<file path="config.mk">
export PLATFORM = sky130hd
export DESIGN_NAME = router_port_rx_flat
export DESIGN_NICKNAME = d
export VERILOG_FILES = /design/src/rtl/router_port_rx_if.sv /design/src/rtl/router_port_rx.sv /design/src/flat_wrapper.sv
export SDC_FILE = /design/constraint.sdc
export NUM_CORES = 1
export LEC_CHECK = 0
export ABC_AREA = 1
export CAP_MARGIN = 0
export CELL_PAD_IN_SITES_DETAIL_PLACEMENT = 0
export CELL_PAD_IN_SITES_GLOBAL_PLACEMENT = 1
export CORE_ASPECT_RATIO = 1.1
export CORE_UTILIZATION = 52
export CTS_BUF_LIST = sky130_fd_sc_hd__clkbuf_8 sky130_fd_sc_hd__clkbuf_16
export DETAILED_ROUTE_END_ITERATION = 16
export GPL_TIMING_DRIVEN = 1
export PLACE_DENSITY = 0.88
export SETUP_SLACK_MARGIN = 0.2
export SLEW_MARGIN = 20
export SYNTH_ARGS = -nofsm -noshare
export SYNTH_HDL_FRONTEND = slang
export SYNTH_SLANG_ARGS = --single-unit
</file>
<file path="constraint.sdc">
create_clock -name clock -period 7.6 [get_ports clock]
set_clock_uncertainty 0.15 [all_clocks]
set_input_delay 1.52 -clock clock [delete_from_list [all_inputs] [get_ports clock]]
set_output_delay 1.52 -clock clock [all_outputs]
set_load 0.1 [all_outputs]
</file>
<file path="src/rtl/router_port_rx_if.sv">
// Host-side byte stream of one router output-port receiver.
// The master drives the head-of-FIFO byte; the slave answers with ready.
interface router_port_rx_if;
  logic [7:0] m_data;
  logic       m_last;
  logic       m_valid;
  logic       m_ready;

  modport master (output m_data, output m_last, output m_valid, input m_ready);
  modport slave  (input m_data, input m_last, input m_valid, output m_ready);
endinterface

</file>
<file path="src/rtl/router_port_rx.sv">
// Output-port receiver: packs the serial router stream LSB-first into bytes,
// buffers {last, byte} entries in a FIFO and hands them to a host over a
// valid/ready stream. Counts completed packets, flags truncation and overflow.
//
// state | meaning
// ------+----------------------------------------------------------
// IDLE  | waiting for frameo_n_i=0; bits outside a frame are ignored
// RECV  | inside a frame, shifting bits into the current byte
// DROP  | a byte was lost to a full FIFO; discard until frame end
module router_port_rx #(
  parameter int FIFO_DEPTH = 16,
  parameter int CNT_W      = 16
) (
  input  logic             clock,
  input  logic             reset_n,
  input  logic             dout_i,
  input  logic             valido_n_i,
  input  logic             frameo_n_i,
  router_port_rx_if.master m_if,
  output logic [CNT_W-1:0] pkt_count,
  output logic             err_trunc,
  output logic             err_ovf
);

  localparam int AW = $clog2(FIFO_DEPTH);
  localparam logic [AW:0] FULL_LVL = (AW+1)'(FIFO_DEPTH);

  typedef enum logic [1:0] {S_IDLE, S_RECV, S_DROP} state_t;

  state_t           state_q, state_d;
  logic [2:0]       bit_cnt_q, bit_cnt_d;
  logic [7:0]       shift_q, shift_d;
  logic [CNT_W-1:0] cnt_q, cnt_d;
  logic             trunc_q, trunc_d;
  logic             ovf_q, ovf_d;

  logic [8:0]       mem_q [FIFO_DEPTH];
  logic [AW-1:0]    wr_ptr_q, rd_ptr_q;
  logic [AW:0]      level_q;

  logic             fifo_full, pop, push_req, push_ok, push_last;
  logic [7:0]       byte_w, push_byte;
  logic [8:0]       head;

  assign fifo_full = (level_q == FULL_LVL);
  assign pop       = (level_q != '0) && m_if.m_ready;
  // A full FIFO still takes a byte when the head leaves in the same cycle.
  assign push_ok   = push_req && (!fifo_full || pop);

  // Next-state, bit packing and push decision for the receive FSM.
  always_comb begin
    state_d   = state_q;
    bit_cnt_d = bit_cnt_q;
    shift_d   = shift_q;
    cnt_d     = cnt_q;
    trunc_d   = trunc_q;
    ovf_d     = ovf_q;
    push_req  = 1'b0;
    push_last = 1'b0;
    push_byte = '0;
    byte_w    = shift_q;
    byte_w[bit_cnt_q] = dout_i;

    case (state_q)
      S_IDLE: begin
        if (!frameo_n_i) begin
          state_d = S_RECV;
          if (!valido_n_i) begin
            shift_d   = byte_w;
            bit_cnt_d = bit_cnt_q + 3'd1;
          end
        end
      end
      S_RECV: begin
        if (!valido_n_i) begin
          if (bit_cnt_q == 3'd7 || frameo_n_i) begin
            push_req  = 1'b1;
            push_last = frameo_n_i;
            push_byte = byte_w;
            if (frameo_n_i && bit_cnt_q != 3'd7) trunc_d = 1'b1;
          end else begin
            shift_d   = byte_w;
            bit_cnt_d = bit_cnt_q + 3'd1;
          end
        end else if (frameo_n_i) begin
          // Frame closed during a pause: flush any partial byte.
          trunc_d = 1'b1;
          if (bit_cnt_q != 3'd0) begin
            push_req  = 1'b1;
            push_last = 1'b1;
            push_byte = shift_q;
          end else begin
            state_d = S_IDLE;
          end
        end
      end
      S_DROP: begin
        if (frameo_n_i) state_d = S_IDLE;
      end
      default: state_d = S_IDLE;
    endcase

    // Every push starts a fresh byte; shift is cleared so partial bytes are zero-padded.
    if (push_req) begin
      shift_d   = '0;
      bit_cnt_d = '0;
      if (!push_ok) begin
        ovf_d   = 1'b1;
        state_d = push_last ? S_IDLE : S_DROP;
      end else if (push_last) begin
        cnt_d   = cnt_q + CNT_W'(1);
        state_d = S_IDLE;
      end
    end
  end

  // FSM, packing and status registers.
  always_ff @(posedge clock) begin
    if (!reset_n) begin
      state_q   <= S_IDLE;
      bit_cnt_q <= '0;
      shift_q   <= '0;
      cnt_q     <= '0;
      trunc_q   <= 1'b0;
      ovf_q     <= 1'b0;
    end else begin
      state_q   <= state_d;
      bit_cnt_q <= bit_cnt_d;
      shift_q   <= shift_d;
      cnt_q     <= cnt_d;
      trunc_q   <= trunc_d;
      ovf_q     <= ovf_d;
    end
  end

  // FIFO storage; contents need no reset because the output is gated by level.
  always_ff @(posedge clock) begin
    if (reset_n && push_ok) mem_q[wr_ptr_q] <= {push_last, push_byte};
  end

  // FIFO pointers and fill level.
  always_ff @(posedge clock) begin
    if (!reset_n) begin
      wr_ptr_q <= '0;
      rd_ptr_q <= '0;
      level_q  <= '0;
    end else begin
      if (push_ok) wr_ptr_q <= wr_ptr_q + AW'(1);
      if (pop)     rd_ptr_q <= rd_ptr_q + AW'(1);
      case ({push_ok, pop})
        2'b10:   level_q <= level_q + (AW+1)'(1);
        2'b01:   level_q <= level_q - (AW+1)'(1);
        default: level_q <= level_q;
      endcase
    end
  end

  assign head           = mem_q[rd_ptr_q];
  assign m_if.m_valid   = (level_q != '0);
  assign m_if.m_data    = m_if.m_valid ? head[7:0] : 8'h00;
  assign m_if.m_last    = m_if.m_valid & head[8];
  assign pkt_count      = cnt_q;
  assign err_trunc      = trunc_q;
  assign err_ovf        = ovf_q;

endmodule

</file>
<file path="src/flat_wrapper.sv">
// flat-port wrapper written by rule: the top's interface ports become plain ports
module router_port_rx_flat 
#(
  parameter int FIFO_DEPTH = 16,
  parameter int CNT_W      = 16
)
  (clock, reset_n, dout_i, valido_n_i, frameo_n_i, pkt_count, err_trunc, err_ovf, m_if_m_data, m_if_m_last, m_if_m_valid, m_if_m_ready);
  router_port_rx_if m_if_i ();
  input  logic clock;
  input  logic reset_n;
  input  logic dout_i;
  input  logic valido_n_i;
  input  logic frameo_n_i;
  output logic [CNT_W-1:0] pkt_count;
  output logic err_trunc;
  output logic err_ovf;
  output wire logic [$bits(m_if_i.m_data)-1:0] m_if_m_data;
  output wire logic [$bits(m_if_i.m_last)-1:0] m_if_m_last;
  output wire logic [$bits(m_if_i.m_valid)-1:0] m_if_m_valid;
  input wire logic [$bits(m_if_i.m_ready)-1:0] m_if_m_ready;
  assign m_if_m_data = m_if_i.m_data;
  assign m_if_m_last = m_if_i.m_last;
  assign m_if_m_valid = m_if_i.m_valid;
  assign m_if_i.m_ready = m_if_m_ready;
  router_port_rx #(.FIFO_DEPTH(FIFO_DEPTH), .CNT_W(CNT_W)) u_core (.clock(clock), .reset_n(reset_n), .dout_i(dout_i), .valido_n_i(valido_n_i), .frameo_n_i(frameo_n_i), .m_if(m_if_i), .pkt_count(pkt_count), .err_trunc(err_trunc), .err_ovf(err_ovf));
endmodule
</file>
### Word level (Yosys, flattened, before mapping)

Memories as Yosys holds them, arrays and structs flattened. A register that Yosys moved wholly into a read port is not among the register bits.
Index checks and enable logic that the tools add are counted.

* add/subtract/negate cells: 6
* reductions and logical operators: 20
* magnitude comparators: 2
* equal/unequal tests: 12
* bitwise logic cells: 3
* muxes and demuxes: 46

Operator list (number)
* $mux 8: 10
* $mux 2: 9
* $add 16x1->16 const B: 1
* $pmux 8 s2: 1
* $mux 1: 15
* $mux 3: 4
* $pmux 5 s2: 1
* $add 4x1->4 const B: 2
* $bwmux 8: 1
* $mux 4: 2
* $ne 2x2->1 const B: 4
* $reduce_bool 2->1: 4
* $pmux 2 s3: 1
* $pmux 3 s2: 1
* $add 5x1->5 const B: 1
* $eq 5x5->1 const B: 1
* $logic_and 1x1->1: 5
* $reduce_and 5->1: 1
* $reduce_bool 5->1: 1
* $sub 5x1->5 const B: 1
* $eq 2x1->1 const B: 2
* $eq 2x2->1 const B: 2
* $lt 3x4->1 const B: 1
* $reduce_and 4->1: 1
* other kinds (15): 17

* output and inout bits: 28
* logic and storage cells: 99
* register bits after elaboration: 44
* memories: 1
* bits in writable memories: 144

Memory list
* u_core.mem_q: words 16, width 9, read ports 1, clocked after memory_dff 1, wr ports 1, line router_port_rx.sv:37 `logic [8:0] mem_q [FIFO_DEPTH];`

### Depth between registers and ports, before layout

Gate-level depths: netlist of run 1.

* depth in word-level cells: 9
* depth in mapped cells: 19
* mapped depth without buffers: 19

### Least setup slack after synthesis of run 1

Ideal clock, no wire load.

* path kind: register -> output
* from: register u_core.level_q[0]
* to: output port m_if_m_data[0]
* arrival time: 3.255 ns
* buffers on the path: 0
* slack: 2.675 ns
* cell stages (with the launch flop): 5
* data required time: 5.930 ns
* path through: dfxtp_1 -> nor2_1 -> nand3_1 -> clkinv_1 -> a21oi_1

* longest elaborated chain between the ends: 2

RTL lines
* from (decl): line router_port_rx.sv:39 `logic [AW:0] level_q;`
* from (signal assigned): line router_port_rx.sv:151 `2'b10: level_q <= level_q + (AW+1)'(1);`
* from (signal assigned): line router_port_rx.sv:152 `2'b01: level_q <= level_q - (AW+1)'(1);`
* from (signal assigned): line router_port_rx.sv:153 `default: level_q <= level_q;`
* $reduce_bool 5->1: line router_port_rx.sv:159 `assign m_if.m_valid = (level_q != '0);`
* named net m_if_m_valid: line flat_wrapper.sv:19 `output wire logic [$bits(m_if_i.m_valid)-1:0] m_if_m_valid;`
* $mux 8: line router_port_rx.sv:160 `assign m_if.m_data = m_if.m_valid ? head[7:0] : 8'h00;`
* to (decl): line flat_wrapper.sv:17 `output wire logic [$bits(m_if_i.m_data)-1:0] m_if_m_data;`

The timed path passes the listed nets, and every way through them passes these cells.

==> results of run 1 <==
[per-layer routing]
layer  part of all wire  global-route usage  routed length (um)
met3              0.056              0.0468                1050
met2               0.51               0.414                9480
met1               0.42               0.301                7800
met5                  0                   0                   0
met4              0.021              0.0969                 386
[critical path: cells and delay by family (launching register included)]
family,cells,cell delay [ns]
buffers and inverters,3,2.49
DFF,1,0.31
AOI/OAI and AO/OA,3,0.74
and+or+nand+nor,1,0.20
[cell families (layout without fill, tap and decap cells)]
kind of cell / after synthesis / after routing / synth area share
AOI/OAI and AO/OA: 209 / 209 / 0.156
and+or+nand+nor: 256 / 256 / 0.137
xor gates and xnor gates: 6 / 6 / 0.00635
buffers and inverters: 87 / 122 / 0.0418
DFF: 192 / 192 / 0.638
adders and majority gates: 13 / 13 / 0.0205
[cell type report]
class                      instances  area, sq um
inverter                          54          204
tap                              200          250
multi-input combinational        484         2690
timing repair buffer              37          360
clock inverter                    14          165
clock buffer                      17          425
fill                            1287         6230
sequential                       192         5290
[final timing paths]
path / to / slack [ns] / cells past startpoint
worst max-delay path: m_if_m_data[3] / 1.72 / 7
worst min-delay path: u_core.err_ovf$_SDFFE_PN0P_ / 0.34 / 2
worst max register to register: u_core.mem_q[9][7]$_DFFE_PP_ / 4.51 / 9
worst min register to register: u_core.err_ovf$_SDFFE_PN0P_ / 0.34 / 2
[registers in the layout (all words and copies together) (netlist names), 2 cells and up, named ones only]
signal,cells
u_core.state_q,2
u_core.shift_q,8
u_core.wr_ptr_q,4
u_core.mem_q,144
u_core.level_q,5
u_core.bit_cnt_q,3
u_core.pkt_count,16
u_core.rd_ptr_q,4
[through the flow]
step	cell area, sq um	util
global placement	8770	0.562
detailed placement	8780	0.563
CTS	9380	0.600
floorplan	8280	-
global route	9390	0.601
finish	9390	0.601
[layout by cell type (no fill, tap or decap), types with 9 or more instances in the layout]
cell type        count
inv_1               45
dfxtp_1             46
nand2_1             63
o21bai_1            36
clkdlybuf4s50_1     33
o211ai_1             9
ha_1                12
nand3_1             42
a21oi_1             50
o21ai_0             69
o21a_1               9
nor2_1             126
edfxtp_1           144
clkbuf_16           17
o221ai_1            27
[report_power, final]
part | internal [mW] | switching (mW) | leakage (nW)
combinational | 0.291 | 0.774 | 1.13
clock | 0.515 | 0.379 | 0.286
sequential | 1.15 | 0.0675 | 1.77
==> results.ini, run 1 <==
[outcome]
status=completed

[worst_setup_path]
critPathArrivalTime_ns=4.21
endpoint_kind=output pin
r2r_start=u_core.bit_cnt_q[0]$_SDFFE_PP0P_
slowest_stage=clkdlybuf4s50_1
critical_path_class=reg -> out
start_kind=register
path_max_fanout=73
critPathMaxStageDelay_ns=0.98
worstPathRequired_ns=5.93
cp_cell_sequence=buf_4 -> clkinv_2 -> o21bai_1 -> o221ai_1 -> nand3_1 -> a21oi_1 -> clkdlybuf4s50_1

[floorplanning]
dieArea_sq_mm=0.0164
die_w_um=122
io-pin-count=34
rows=48
fp.dieH_um=134
coreArea_sq_mm=0.0156
start_util=0.530

[global_routing]
grt_util_all_layers=0.243
gr-total-overflow=0
grt_pass1_vias=5809
antenna_found_initial=0
grt_pass1_wl_um=29800
grt_max_degree=74

[timing]
period_share=0.774
hold_viol=0
timing.final.crit_period_ns=5.88
tns_ns=0
fmax_mhz=170
slew_headroom=0.302
setup-violations-final=0
setup_ws_ns=1.72
rsz0062_at_grt=no
worst_pin_slew_ns=1.04
whs_ns=0.335
drv_slew=0

[place]
dpl_worst_slack_ns=2.35
numPortBuffers=33
hpwlAfterDp_um=11900
dp.cells=967
gp_congestion=0.826

[synthesis]
synth_area_sq_mm=0.00828
postSynthCellCount=763
synth_largest_area_cell=edfxtp_1
synthTopCellsByCount=edfxtp_1, nor2_1, o21ai_0
syn_nets=782
synth_most_common_cell=edfxtp_1
avgSynthCellArea_sq_um=10.9
synth-main-ff-cell=edfxtp_1
ys_ff_latch=192
ys.warnings.count=0
synth_edf_count=144
ys_types=34
synth_top_area_share=0.522
synthTopCellsByArea=edfxtp_1, dfxtp_1, nor2_1, o21ai_0, a21oi_1
seq_area_frac_synth=0.638
postSynth.asyncResetShare=0

[final_layout]
antenna_cells=0
layoutNonFillerInstCount=998
finalNetCount=805
final_layout_size_suffix_gt1_frac=0.0764
area_growth_pct=13.3

[clocking]
post_cts_buffers=0
ctsHoldBuffers=0
cts_tree=built
worstSkewPairLatency_ns=0.43
cts_num_sinks=192
cts_root_buffer=clkbuf_16
htreeDepth=4
numCtsBuffers=17
cts.repair.resized=0
cts_buffer_depth=2
cts.clk_slew.worst_paths_ns=0.06

[worst_hold_path]
min_path_type=reg -> reg
hold_start=u_core.err_ovf$_SDFFE_PN0P_

[pwr]
fin_total_pwr_mw=3.18
p_leak_nw=3.19
p_per_area_mw_per_mm2=338
ir_worst_vdd_mv=0.295

[drt]
dr_total_vias=5835
wirelength_um=18700
ant_nets=0
drc=0
firstDrtPassIters=6
post_drt_wl_per_cell_um=18.8
viasPerCell=5.85
drtIter0Drc=589

[flow_run]
drv_cap=0

Power figures use the tool's default switching activity.
==> run 2: changes to the inputs <==
Settings changed: CORE_UTILIZATION 52 to 44, PLACE_DENSITY 0.88 to 0.8.
Clock period 7.6 ns to 5.4 ns, I/O delays scaled along.
==> run 2 against run 1 <==
  * Cell count rose by 5.6%
  * Worst setup slack worse by 0.31 ns
  * Worst hold slack worse by 0.0092 ns
  * Power increased by 40%
==> results.ini, run 2 (same netlist as run 1, synthesis figures left out) <==
[outcome]
status=completed

[floorplanning]
die_w_um=133
fp.dieH_um=146
io-pin-count=34
start_util=0.450
rows=52
dieArea_sq_mm=0.0194
coreArea_sq_mm=0.0184

[timing]
fmax_mhz=250
worst_pin_slew_ns=1.09
tns_ns=0
rsz0062_at_grt=no
timing.final.crit_period_ns=3.99
hold_viol=0
period_share=0.739
slew_headroom=0.264
drv_slew=0
setup-violations-final=0

[clocking]
cts_tree=built
cts.clk_slew.worst_paths_ns=0.06
cts_buffer_depth=2
worstSkewPairLatency_ns=0.43
numCtsBuffers=17
ctsHoldBuffers=0
cts.repair.resized=0
cts_num_sinks=192
post_cts_buffers=0
htreeDepth=4
cts_root_buffer=clkbuf_16

[global_routing]
grt_max_degree=73
grt_pass1_vias=5525
grtUsageMet3=0.0334
met1_usage=0.270
top_usage_layer=met2
grt_util_all_layers=0.196
antenna_found_initial=0
gr-total-overflow=0
met2_usage=0.312
grt_pass1_wl_um=29300

[worst_setup_path]
critical_path_class=reg -> out
endpoint_kind=output pin
r2r-end=u_core.mem_q[9][4]$_DFFE_PP_
reg2reg_depth=10
crit_path_end=m_if_m_data[4]
path_max_fanout=39
r2r_slack_ns=2.47
critPathArrivalTime_ns=2.76
start_kind=register
worstPathRequired_ns=4.17
r2r_start=u_core.bit_cnt_q[1]$_SDFFE_PP0P_

[place]
dp.cells=1022
numPortBuffers=33
gp_congestion=0.818
hpwlAfterDp_um=11900

[final_layout]
largest_reg_flops=144
final_layout_size_suffix_gt1_frac=0.0962
antenna_cells=0
regMostFlops=u_core.mem_q
postLayoutCoreUtil=0.515
finalNetCount=817
area_growth_pct=14.4
fillers=1591
layout_commonest_cell=edfxtp_1
layout_common_cells=edfxtp_1, nor2_1, o21ai_0, nand2_1, a21oi_1
layoutNonFillerInstCount=1054

[drt]
viasPerCell=5.46
ant_nets=0
wirelength_um=18400
drc=0
firstDrtPassIters=5
post_drt_wl_per_cell_um=17.4
drtIter0Drc=507
dr_total_vias=5753

[flow_run]
drv_cap=0

[pwr]
p_per_area_mw_per_mm2=469
fin_total_pwr_mw=4.45
ir_worst_vdd_mv=0.757
p_leak_nw=3.26

[worst_hold_path]
min_path_type=reg -> reg

-- run 2: cell types whose count changed in the layout (fill, tap and decap cells not counted), sizes merged --
cell,delta
inv,+2
buf,+21
clkdlybuf4s50,-9
clkinv,-1
bufinv,-1
clkinvlp,+1
-- run 2: critical path, stage by stage (launching register included) --
cell      delay [ns]
dfxtp_2         0.74
buf_4           0.43
o21a_1          0.18
o21ai_0         0.12
o211ai_1        0.12
nand3_1         0.17
a21oi_1         0.23
buf_4           0.33
-- run 2: worst min path at each step --
stage / from / depth (start not counted) / end / slack (ns)
after floorplan: u_core.rd_ptr_q[2]$_SDFFE_PN0N_ / 2 / register / 0.30
after global placement: u_core.err_ovf$_SDFFE_PN0P_ / 2 / u_core.err_ovf$_SDFFE_PN0P_ / 0.31
after detailed placement: u_core.err_trunc$_SDFFE_PN0P_ / 2 / u_core.err_trunc$_SDFFE_PN0P_ / 0.31
after CTS: u_core.err_trunc$_SDFFE_PN0P_ / 2 / u_core.err_trunc$_SDFFE_PN0P_ / 0.33
after global routing: u_core.rd_ptr_q[2]$_SDFFE_PN0N_ / 2 / u_core.rd_ptr_q[2]$_SDFFE_PN0N_ / 0.35
final: u_core.err_trunc$_SDFFE_PN0P_ / 2 / u_core.err_trunc$_SDFFE_PN0P_ / 0.33
-- run 2: layout make-up --
cell class	instances	area, sq um	area share
sequential	192	5290	0.558
multi-input combinational	484	2660	0.281
timing repair buffer	49	440	0.0465
clock buffer	17	425	0.0449
tap	243	304	0.0321
inverter	54	203	0.0214
clock inverter	15	156	0.0165
-- run 2: per-layer routing --
metal  part of all wire  up-vias
met2               0.48      201
met4              0.018        0
li1                   -     2792
met1               0.44     2741
met3              0.061       19
met5                  0        -
-- run 2: report_power, final --
group | internal (mW) | total (mW) | switching (mW)
Combinational | 0.402 | 1.50 | 1.10
Clock | 0.686 | 1.24 | 0.551
Sequential | 1.62 | 1.71 | 0.0921
Total | 2.70 | 4.45 | 1.74
-- run 2: through the flow --
step	worst slack (ns)	hold WS, ns	cell area, sq um
floorplan	0.915	0.297	8280
global placement	1.53	0.308	8890
detailed placement	1.36	0.312	8890
CTS	1.38	0.332	9470
global route	1.20	0.348	9480
finish	1.41	0.326	9480
==> RTL edit 1 (config.mk and constraints of run 2) <==
`CNT_W` is set to 16 in 2 places; all go to 24.
--- a/src/rtl/router_port_rx.sv
+++ b/src/rtl/router_port_rx.sv
@@ -11,3 +11,3 @@
   parameter int FIFO_DEPTH = 16,
-  parameter int CNT_W      = 16
+  parameter int CNT_W      = 24
 ) (
--- a/src/flat_wrapper.sv
+++ b/src/flat_wrapper.sv
@@ -4,3 +4,3 @@
   parameter int FIFO_DEPTH = 16,
-  parameter int CNT_W      = 16
+  parameter int CNT_W      = 24
 )
Interface: changed (resized pkt_count); port bits go from 34 to 42. No check against the original RTL was run, so the function may have changed too.
==> RTL edit 1 against run 2 <==
  * Cell area increased by 5.2%
  * Sequential cell count increased by 8
  * Fmax decreased by 2.5%
  * Wire length increased by 3.4%
  * Final cell count increased by 6.7%
  * Power increased by 0.49%
  * Area after synthesis increased by 5.2%
  * Critical path type unchanged
  * Count of clock-buffer cells in the layout unchanged
  * Worst setup slack got worse by 0.10 ns
  * Clock power increased by 3%
  * Via count increased by 3.6%
==> RTL edit 1: results (changes against run 2) <==
outcome=complete, no violations (unchanged); # diodes=0 (unchanged); Crit Path Max Fanout=46 (was 39); clock transition at the registers of the reported paths=0.07 ns; global router's overall resource usage=19.9% (was 19.6%); Area contributors post-synth=edfxtp_1 50%, dfxtp_1 13%, nor2_1 6.3% (was edfxtp_1 52%, dfxtp_1 12%, nor2_1 5.7%); sequential cell area fraction in the yosys report=62.5% (was 63.8%); dpl hpwl=12300 µm (was 11900 µm); gpl congestion=0.788 (was 0.818); Main synth FF type=edfxtp_1 (unchanged); average cell area after synthesis=10.6 µm² (was 10.9 µm²); Clock Path Buffers=2 (unchanged); Clock power frac=28.5% (was 27.8%); number of buffers added on ports=41 (was 33); Worst Hold Class=register to register (unchanged); non-filler instance count after layout=1125 (was 1054); max reg flops=144 (unchanged); largest register by flop count=u_core.mem_q (unchanged); CTS Buf Count=17 (unchanged); xor and xnor area share after synthesis=1.21% (was 0.635%); Routed wire per std cell=16.9 µm (was 17.4 µm); FFs w/ async S/R, synth=0% (unchanged); syn_nets=844 (was 782); VDD IR max=0.721 mV (was 0.757 mV); drt pass-1 iters=5 (unchanged); Placed Area=9370 µm² (was 8890 µm²); largest net degree at the start of global routing=73 (unchanged); Distinct cells, synth=40 (was 34); # hold bufs at CTS=0 (unchanged); H-Tree Depth=4 (unchanged); worst slew pin tran=0.987 ns (was 1.09 ns); first-pass GRT wire length=30300 µm (was 29300 µm); Crit path arrival time=2.86 ns (was 2.76 ns); Clock Latency Late Sink=0.44 ns; vias in the first global route=5602 (was 5525); fin nets=884 (was 817); internal power=2.72 mW (was 2.70 mW); setup bufs post-CTS=0 (unchanged); via density per instance=5.30 (was 5.46); antenna violations before repair=0 (unchanged); Synth Area in Compound Gates=14.6% (was 15.6%); Commonest cells post-synth=147 x nor2_1, 144 x edfxtp_1, 76 x nand2_1 (was 144 x edfxtp_1, 126 x nor2_1, 69 x o21ai_0); DRT iter0 DRCs=470 (was 507); CTS root buf=clkbuf_16 (unchanged); cts repair resizes=0 (unchanged); combinational power=1.45 mW (was 1.50 mW); Leak=3.48 nW (was 3.26 nW); EDFF count, synth=144 (unchanged); mux share of post-synthesis cell area=0% (unchanged); synth warn=0 (unchanged); total grt overflow=0 (unchanged); FILL cells=1699 (was 1591); share of cells above drive strength 1=9.79% (was 9.62%); Adder-Cell Fraction of Synth Area=1.95% (was 2.05%)
[RTL edit 1: cell types whose count changed after synthesis, moves of 7 or more]
cell and delta:
nand2_1 +13, nor2_1 +21, o21ai_1 +7, inv_1 +7
dfxtp_1 +8, o21ai_0 -8
[RTL edit 1: cell type report]
| class | count | share of cell area (%) |
|---|---|---|
| Sequential cell | 200 | 54.6 |
| Multi-Input combinational cell | 528 | 28.9 |
| Timing Repair Buffer | 55 | 4.94 |
| Clock buffer | 17 | 4.27 |
| Inverter | 63 | 2.38 |
| Clock inverter | 15 | 1.72 |
| Tap cell | 247 | 3.10 |
[RTL edit 1: worst max-delay path: stages (launching register included)]
cell and delay [ns]:
dfxtp_2 0.83, buf_4 0.40, o21a_1 0.16, o21ai_0 0.10, o211ai_1 0.15, nand3_1 0.18, a21oi_1 0.26, buf_4 0.34
[RTL edit 1: layer usage]
layer	routed length [µm]	global-route usage, %	share of wire, %
met5	0	0	0
met1	8690	25.5	46
met4	345	7.50	1.8
met3	659	3.69	3.5
met2	9280	33.2	49
[RTL edit 1: final timing paths]
| kind | slack (ns) | to | startpoint | depth (start not counted) |
|---|---|---|---|---|
| max | 1.31 | m_if_m_data[3] | register | 7 |
| min | 0.33 | register | u_core.rd_ptr_q[2] | 2 |
| min reg2reg | 0.33 | register | u_core.rd_ptr_q[2] | 2 |
| max reg2reg | 2.56 | u_core.mem_q[8][5] | u_core.bit_cnt_q[1] | 10 |
[RTL edit 1: stage by stage]
step | worst slack, ns | utilization, % | total power [mW]
final | 1.31 | 51.8 | 4.47
after global routing | 1.12 | 51.8 | 4.66
after CTS | 1.28 | 51.8 | 4.49
after detailed placement | 1.43 | 48.7 | 3.23
after global placement | 1.47 | 48.7 | 3.22
after floorplan | 0.965 | - | 2.90
==> RTL edit 2 (config.mk and constraints of run 2) <==
Without the edit above. Register the output `pkt_count` once more; this adds one clock of latency there. The other outputs are not delayed to match.
--- a/src/rtl/router_port_rx.sv
+++ b/src/rtl/router_port_rx.sv
@@ -161,3 +161,5 @@
   assign m_if.m_last    = m_if.m_valid & head[8];
-  assign pkt_count      = cnt_q;
+  always_ff @(posedge clock) begin
+    pkt_count <= cnt_q;
+  end
   assign err_trunc      = trunc_q;
Check against the original RTL: not equivalent (a bounded check fails within 4 cycles, from zero or initial values and one cycle with reset_n low).
==> RTL edit 2 against run 2 <==
  * Cell area rose by 4.9%
  * Power grew 8.0%
  * Sequential cell count rose by 16
  * Area after synthesis up 4.9%
  * Worst setup slack worse by 0.32 ns
  * Wire length rose by 2.9%
  * Sequential share of layout area increased by 0.65 points
  * Clock power up 13%
  * Critical path type unchanged
  * Critical endpoint is now m_if_m_data[7]
  * Largest power group unchanged
==> RTL edit 2: results (changes against run 2) <==
Leak=3.37 nW (was 3.26 nW); Area contributors post-synth=edfxtp_1 50%, dfxtp_1 15%, nor2_1 6.1% (was edfxtp_1 52%, dfxtp_1 12%, nor2_1 5.7%); Distinct cells, synth=36 (was 34); Slew headroom=34.9% (was 26.4%); clock transition at the registers of the reported paths=0.06 ns (about the same); CTS Buf Count=21 (was 17); global router's overall resource usage=19.5% (was 19.6%); FFs w/ async S/R, synth=0% (unchanged); Crit path arrival time=3.09 ns (was 2.76 ns); outcome=complete, no violations (unchanged); vias in the first global route=5534 (was 5525); first-pass GRT wire length=30000 µm (was 29300 µm); Synth Area in Compound Gates=13.8% (was 15.6%); H-Tree Depth=1 (was 4); xor and xnor area share after synthesis=0.806% (was 0.635%); VDD IR max=0.831 mV (was 0.757 mV); share of cells above drive strength 1=11.6% (was 9.62%); Hold Crit Depth=0 (was 2); R2R cell count=11 (was 10); Clock Latency Late Sink=0.49 ns (was 0.43 ns); Clock Path Buffers=3 (was 2); setup bufs post-CTS=0 (unchanged); DRT iter0 DRCs=397 (was 507); Vias=5770 (was 5753); gpl congestion=0.815 (was 0.818); sequential cell area fraction in the yosys report=64.5% (was 63.8%); syn_nets=807 (was 782); Crit Path Max Fanout=19 (was 39); Adder-Cell Fraction of Synth Area=1.96% (was 2.05%); Commonest cells post-synth=144 x edfxtp_1, 141 x nor2_1, 65 x nand2_1 (was 144 x edfxtp_1, 126 x nor2_1, 69 x o21ai_0); dpl hpwl=12200 µm (was 11900 µm); reg-to-reg slack, setup=2.42 ns (was 2.47 ns); Routed wire per std cell=17.5 µm (was 17.4 µm); fin nets=838 (was 817)
RTL edit 2: changes by cell type after synthesis, moves of 3 or more:
cell	before	now
a211oi_1	3	18
a21oi_1	55	28
buf_6	0	3
dfxtp_1	48	64
inv_1	44	49
nand2_2	3	8
nor2_1	126	141
nor2_2	1	4
o211ai_1	9	2
o21a_1	9	0
o21ai_0	69	54
o21ai_2	0	3
o221ai_1	27	36
RTL edit 2: path summary, 6_finish.rpt:
path / startpoint / endpoint
max reg2reg: u_core.bit_cnt_q[0] / u_core.mem_q[5][5]
min reg2reg: u_core.cnt_q[6] / u_core.pkt_count[6]
min: u_core.cnt_q[6] / u_core.pkt_count[6]
max: register / m_if_m_data[7]
RTL edit 2: kinds of logic after synthesis:
kind of cell / count (synthesis)
buffers and inverters: 96
XOR/XNOR: 8
AO/OA/AOI/OAI: 181
flip-flops: 208
adder cells (fa/ha/maj): 13
AND/OR/NAND/NOR: 282
RTL edit 2: layer usage:
metal / up-vias / track usage [%] / part of all wire (%)
met2: 163 / 32.5 / 49
met4: 0 / 6.44 / 2.2
li1: 2843 / - / -
met1: 2732 / 25.9 / 44
met3: 32 / 2.79 / 5.1
met5: - / 0 / 0
RTL edit 2: final cells by class:
| type | count | area [µm²] |
|---|---|---|
| clock buffer | 22 | 539 |
| clock inverter | 15 | 133 |
| fill | 1686 | 9290 |
| inverter | 58 | 218 |
| multi-input combinational | 484 | 2720 |
| sequential | 208 | 5610 |
| tap | 247 | 309 |
| timing repair buffer | 46 | 405 |
RTL edit 2: metrics by stage:
stage / instance area [µm²] / setup WS, ns / utilization, % / std cells / hold slack (ns)
floorplan: 8690 / 0.979 / - / 788 / 0.201
global placement: 9260 / 1.46 / 48.2 / 1043 / 0.213
detailed placement: 9260 / 1.35 / 48.2 / 1043 / 0.211
CTS: 9940 / 1.11 / 51.7 / 1080 / 0.218
global route: 9940 / 0.977 / 51.7 / 1080 / 0.231
finish: 9940 / 1.08 / 51.7 / 1080 / 0.218
RTL edit 2: where the power goes:
group | leakage (nW) | switching, mW | total (mW) | internal [mW]
Combinational | 1.20 | 1.17 | 1.57 | 0.398
Sequential | 1.83 | 0.0904 | 1.83 | 1.74
Clock | 0.336 | 0.579 | 1.40 | 0.821
Total | 3.37 | 1.84 | 4.80 | 2.96
RTL edit 2: worst max-delay path, stage by stage, from the launching register on:
cell	delay, ns
dfxtp_1	0.79
clkinv_1	0.70
o221ai_1	0.32
nand3_1	0.20
a21oi_1	0.23
buf_4	0.33
